==> config.mk <==
export PLATFORM = sky130hd
export DESIGN_NAME = ifft_4p_seq
export DESIGN_NICKNAME = d
export VERILOG_FILES = /design/src/rtl/fft_pkg.sv /design/src/rtl/ifft_bfly_r2.sv /design/src/rtl/ifft_4p_seq.sv
export SDC_FILE = /design/constraint.sdc
export NUM_CORES = 1
export LEC_CHECK = 0
export CORE_MARGIN = 2
export CORE_UTILIZATION = 55
export CTS_BUF_LIST = sky130_fd_sc_hd__clkbuf_4 sky130_fd_sc_hd__clkbuf_8
export CTS_CLUSTER_DIAMETER = 150
export DETAILED_ROUTE_END_ITERATION = 10
export DONT_BUFFER_PORTS = 1
export PLACE_DENSITY = 0.73
export SLEW_MARGIN = 25
export SYNTH_ARGS = -nofsm -noshare
export SYNTH_HDL_FRONTEND = slang
export SYNTH_HIERARCHICAL = 1
export SYNTH_SLANG_ARGS = --single-unit
==> constraint.sdc <==
create_clock -name clk -period 3.6 [get_ports clk]
set_input_delay 0.36 -clock clk [delete_from_list [all_inputs] [get_ports clk]]
set_output_delay 0.36 -clock clk [all_outputs]
set_load 0.03 [all_outputs]
==> src/rtl/fft_pkg.sv <==
// Types and helpers shared by the forward and inverse 4-point FFT blocks.
package fft_pkg;

    typedef struct packed {
        logic signed [7:0] im;
        logic signed [7:0] re;
    } cplx_t;

    typedef enum logic [2:0] {
        IDLE,
        BF0,
        BF1,
        BF2,
        BF3,
        DONE
    } ifft_state_e;

    // x * +j = (-im, re); -(-128) has no 8-bit encoding, so it clamps to +127.
    function automatic cplx_t cmul_j(input cplx_t x);
        cplx_t y;
        y.re = (x.im == 8'sh80) ? 8'sh7f : -x.im;
        y.im = x.re;
        return y;
    endfunction

endpackage

==> src/rtl/ifft_bfly_r2.sv <==
// Combinational scaled radix-2 DIF butterfly: p = (a+b)>>>1, q = ((a-b)>>>1) * w, w in {1, +j}.
module ifft_bfly_r2
    import fft_pkg::*;
(
    input  logic [15:0] a,
    input  logic [15:0] b,
    input  logic        tw_j,
    output logic [15:0] p,
    output logic [15:0] q
);

    cplx_t ca;
    cplx_t cb;
    cplx_t cp;
    cplx_t cd;
    logic signed [8:0] sum_re;
    logic signed [8:0] sum_im;
    logic signed [8:0] dif_re;
    logic signed [8:0] dif_im;

    assign ca = a;
    assign cb = b;

    // 9-bit sums never overflow; dropping bit 0 is a floor divide by two.
    assign sum_re = {ca.re[7], ca.re} + {cb.re[7], cb.re};
    assign sum_im = {ca.im[7], ca.im} + {cb.im[7], cb.im};
    assign dif_re = {ca.re[7], ca.re} - {cb.re[7], cb.re};
    assign dif_im = {ca.im[7], ca.im} - {cb.im[7], cb.im};

    always_comb begin
        cp    = '0;
        cd    = '0;
        cp.re = sum_re[8:1];
        cp.im = sum_im[8:1];
        cd.re = dif_re[8:1];
        cd.im = dif_im[8:1];
    end

    assign p = cp;
    assign q = tw_j ? cmul_j(cd) : cd;

endmodule

==> src/rtl/ifft_4p_seq.sv <==
// Sequential 4-point inverse FFT: one shared butterfly stepped by an FSM over an in-place
// 4-entry work file, valid/ready on both sides, natural-order output.
module ifft_4p_seq
    import fft_pkg::*;
#(
    parameter int N            = 4,
    parameter int SAMPLE_WIDTH = 16
) (
    input  logic                              clk,
    input  logic                              rst,
    input  logic                              in_valid,
    output logic                              in_ready,
    input  logic [N-1:0][SAMPLE_WIDTH-1:0]    data_in,
    output logic                              out_valid,
    input  logic                              out_ready,
    output logic [N-1:0][SAMPLE_WIDTH-1:0]    data_out
);

    if (N != 4) begin : g_bad_n
        $error("ifft_4p_seq: N must be 4");
    end
    if (SAMPLE_WIDTH != 16) begin : g_bad_sw
        $error("ifft_4p_seq: SAMPLE_WIDTH must be 16");
    end

    ifft_state_e state;
    cplx_t       work [4];
    logic [15:0] op_a;
    logic [15:0] op_b;
    logic        tw_j;
    logic [15:0] bf_p;
    logic [15:0] bf_q;

    always_comb begin
        op_a = work[0];
        op_b = work[2];
        tw_j = 1'b0;
        case (state)
            BF1: begin
                op_a = work[1];
                op_b = work[3];
                tw_j = 1'b1;
            end
            BF2: begin
                op_a = work[0];
                op_b = work[1];
            end
            BF3: begin
                op_a = work[2];
                op_b = work[3];
            end
            default: ;
        endcase
    end

    ifft_bfly_r2 u_bfly (
        .a    (op_a),
        .b    (op_b),
        .tw_j (tw_j),
        .p    (bf_p),
        .q    (bf_q)
    );

    always_ff @(posedge clk) begin
        if (rst) begin
            state     <= IDLE;
            in_ready  <= 1'b1;
            out_valid <= 1'b0;
            data_out  <= '0;
            for (int k = 0; k < 4; k++) begin
                work[k] <= '0;
            end
        end else begin
            case (state)
                IDLE: begin
                    if (in_valid && in_ready) begin
                        for (int k = 0; k < 4; k++) begin
                            work[k] <= data_in[k];
                        end
                        in_ready <= 1'b0;
                        state    <= BF0;
                    end
                end
                BF0: begin
                    work[0] <= bf_p;
                    work[2] <= bf_q;
                    state   <= BF1;
                end
                BF1: begin
                    work[1] <= bf_p;
                    work[3] <= bf_q;
                    state   <= BF2;
                end
                BF2: begin
                    work[0] <= bf_p;
                    work[1] <= bf_q;
                    state   <= BF3;
                end
                BF3: begin
                    work[2]     <= bf_p;
                    work[3]     <= bf_q;
                    // Bit-reverse unscramble: y1 lives in w2, y2 in w1.
                    data_out[0] <= work[0];
                    data_out[1] <= bf_p;
                    data_out[2] <= work[1];
                    data_out[3] <= bf_q;
                    out_valid   <= 1'b1;
                    state       <= DONE;
                end
                DONE: begin
                    if (out_ready) begin
                        out_valid <= 1'b0;
                        in_ready  <= 1'b1;
                        state     <= IDLE;
                    end
                end
                default: begin
                    out_valid <= 1'b0;
                    in_ready  <= 1'b1;
                    state     <= IDLE;
                end
            endcase
        end
    end

endmodule

==> results.ini <==
[outcome]
status=finished with violations
failed_checks=setup timing

[logic_synthesis]
seq_area_frac_synth_pct=40.2
synth_seq_cells=133
synth-async-reset-ratio_pct=0
synth.area.top_cells=edfxtp_1 (23%), dfxtp_1 (17%), nand2_1 (6.7%)
synth_most_common_cell=nand2_1
synth_common_cells=nand2_1 (146), a21oi_1 (85), dfxtp_1 (69)
synthesis.nets=1022
yosys_most_used_dff=dfxtp_1
synth_edf_count=64
synth_warnings=6
syn_inst=921
syn-mean-instance-area_sq_um=8.92
syn_area_sq_mm=0.00822
yosysTopAreaCell=edfxtp_1
netlist.area_leader.share_pct=23.4
yosysUniqueCellTypes=67

[flow_run]
drv_cap=0

[floorplanning]
core_sq_mm=0.0146
die_area_sq_mm=0.0159
rows=44
die_y_microns=126
start_util_pct=56.3
io_pins=134
die_w_microns=126

[setup_path]
r2r_end=data_out[55]
worstSetupEndpointType=flop
r2r_start=state[2]
path_class=reg -> reg
critPathLaunchType=flop
cp_data_arrival_time_ps=4200
path_max_fanout=5
critPathRequiredTime_ps=4000
r2r_cells=19
reg2reg_slack_ps=-200

[layout]
drive_above_1_share_pct=31.7
fillerInstances=1080
layout.nets=1140
regArea_sq_mm=0.00331
multi_input_area_sq_mm=0.00506
syn_to_final_growth_pct=30.4

[cts]
clk_path_buf_depth=2
cts_buffers=17
root_buffer=clkbuf_8
insertion_delay_ps=470
clk_pin_slew_ps=90
htree_levels=4
cts_tree=built
cts_sinks=133

[sta]
fin_ws_ps=-201
hold_violations=0
clock.fmax_mhz=263
period_minus_slack_ps=3800
setup-violations-final=32
worst_pin_slew_ps=843
fin_skew_ps=13.9
slew_viol_final=0
relSlewSlack_pct=43.8
rsz0062_at_grt=yes
post-route-period-util_pct=106

[global_route]
grt_max_degree=82
antenna_found_initial=1
grt_pass1_vias=7717
grt_pass1_wl_microns=45000
grt.overflow.total=0
grt_usage_pct=37.2

[route]
firstDrtPassIters=5
via_count=8341
vias_per_cell=6.74
drcViolationCount=0
drtIter0Drc=1098
wire_per_inst_microns=25.1
postRouteAntennaNets=0
wirelength_microns=31100

[worst_hold_path]
holdPathStages=1
hold_path_class=in -> reg
hold_path_end=work[1][3]
hp-start=data_in[19]

[placed_design]
dp_worst_setup_slack_ps=-389
hpwl_microns=22000
io_buffer_count=0
place_congestion=1.04

==> per-layer routing <==
| layer | vias to the layer above | global-route usage [%] | part of all wire, % |
|---|---|---|---|
| met4 | 0 | 18.8 | 6.3 |
| met2 | 609 | 60.5 | 47 |
| met5 | - | 0 | 0 |
| li1 | 3620 | - | - |
| met1 | 3966 | 47.4 | 37 |
| met3 | 146 | 7.22 | 9.8 |
==> worst max-delay path, cell delays in order, from the launching register on <==
cell and delay [ps]:
dfxtp_2 350, buf_6 120, xor2_4 190, buf_6 140
buf_16 140, a221oi_4 280, nand2b_4 90, fa_2 350
a21o_4 230, a221oi_4 290, buf_4 170, nand2b_4 120
a31oi_4 90, or3_1 310, mux2_4 290, o21ai_4 120
buf_4 170, buf_6 80, nand2_2 40, a21oi_2 150
==> cells by family (layout without fill, tap and decap cells) <==
logic type	count (synthesis)	after routing	share of synthesized area (%)
muxes	23	23	2.85
DFF	133	133	40.2
buffers and inverters	121	252	6.74
adders and majority gates	33	33	5.39
xor gates and xnor gates	27	27	3.15
and+or+nand+nor	279	279	15.5
other	0	1	0
AOI/OAI and AO/OA	305	305	26.2
==> state kept, by name (all words and copies together), names as in the netlist <==
signal and cells:
out_valid 1, state 3, data_out 64, work 64, in_ready 1
==> how the worst max path moves through the flow <==
stage	startpoint	endpoint	slack, ps	depth (start not counted)
final	state[2]	data_out[55]	-200	19
after global routing	state[2]	work[2][1]	-330	17
after CTS	state[2]	work[2][7]	-100	16
after detailed placement	state[2]	work[2][7]	-390	15
after global placement	state[2]	work[1][6]	-330	14
after floorplan	state[0]	work[2][0]	0.3	17
==> stage by stage <==
| stage | TNS [ps] | std cells | hold slack [ps] | cell area, sq um | utilization, % |
|---|---|---|---|---|---|
| floorplan | 0 | 921 | 522 | 8290 | - |
| global placement | -5250 | 1170 | 436 | 9240 | 63.3 |
| detailed placement | -8680 | 1170 | 439 | 9240 | 63.3 |
| CTS | -880 | 1217 | 66.5 | 10200 | 69.7 |
| global route | -9280 | 1236 | 89.1 | 10700 | 73.4 |
| finish | -2380 | 1237 | 83.5 | 10700 | 73.4 |
==> layout make-up <==
type / count / area share [%]
inverters: 35 / 1.30
flip-flops and latches: 133 / 30.9
multi-input cells: 667 / 47.3
clock buffers: 18 / 2.25
clock inverters: 14 / 1.54
repair inverters: 1 / 0.0467
repair buffers: 184 / 14.6
well taps: 184 / 2.15
diodes: 1 / 0.0234
==> what timing repair did <==
action | 4_1_cts | 5_1_grt
gates cloned | 3 | 1
hold buffers | 1 | 0
setup endpoints to repair | 49 | 56
setup buffers | 13 | 20
pin swaps | 29 | 32
endpoints found under the hold margin | 67 | 0
resized for setup | 53 | 72
==> cells in the final DEF (no fill, tap or decap), types with 13 or more instances in the layout <==
master	synthesis	layout
o211ai_1	19	19
mux2i_1	20	17
dfxtp_1	69	67
o22ai_1	18	16
nor2_1	47	46
nand3_1	19	17
a31oi_1	21	17
clkbuf_8	1	17
a22o_1	32	32
edfxtp_1	64	64
a21oi_2	1	13
buf_4	4	168
o221ai_1	30	29
a21oi_1	85	72
nand2_1	146	141
nor3_1	24	23
o2bb2ai_1	16	15
ha_1	29	21
inv_1	31	28
Power is not shown: default switching activity piles up to over one toggle a cycle in this logic, so the estimate is an artifact.
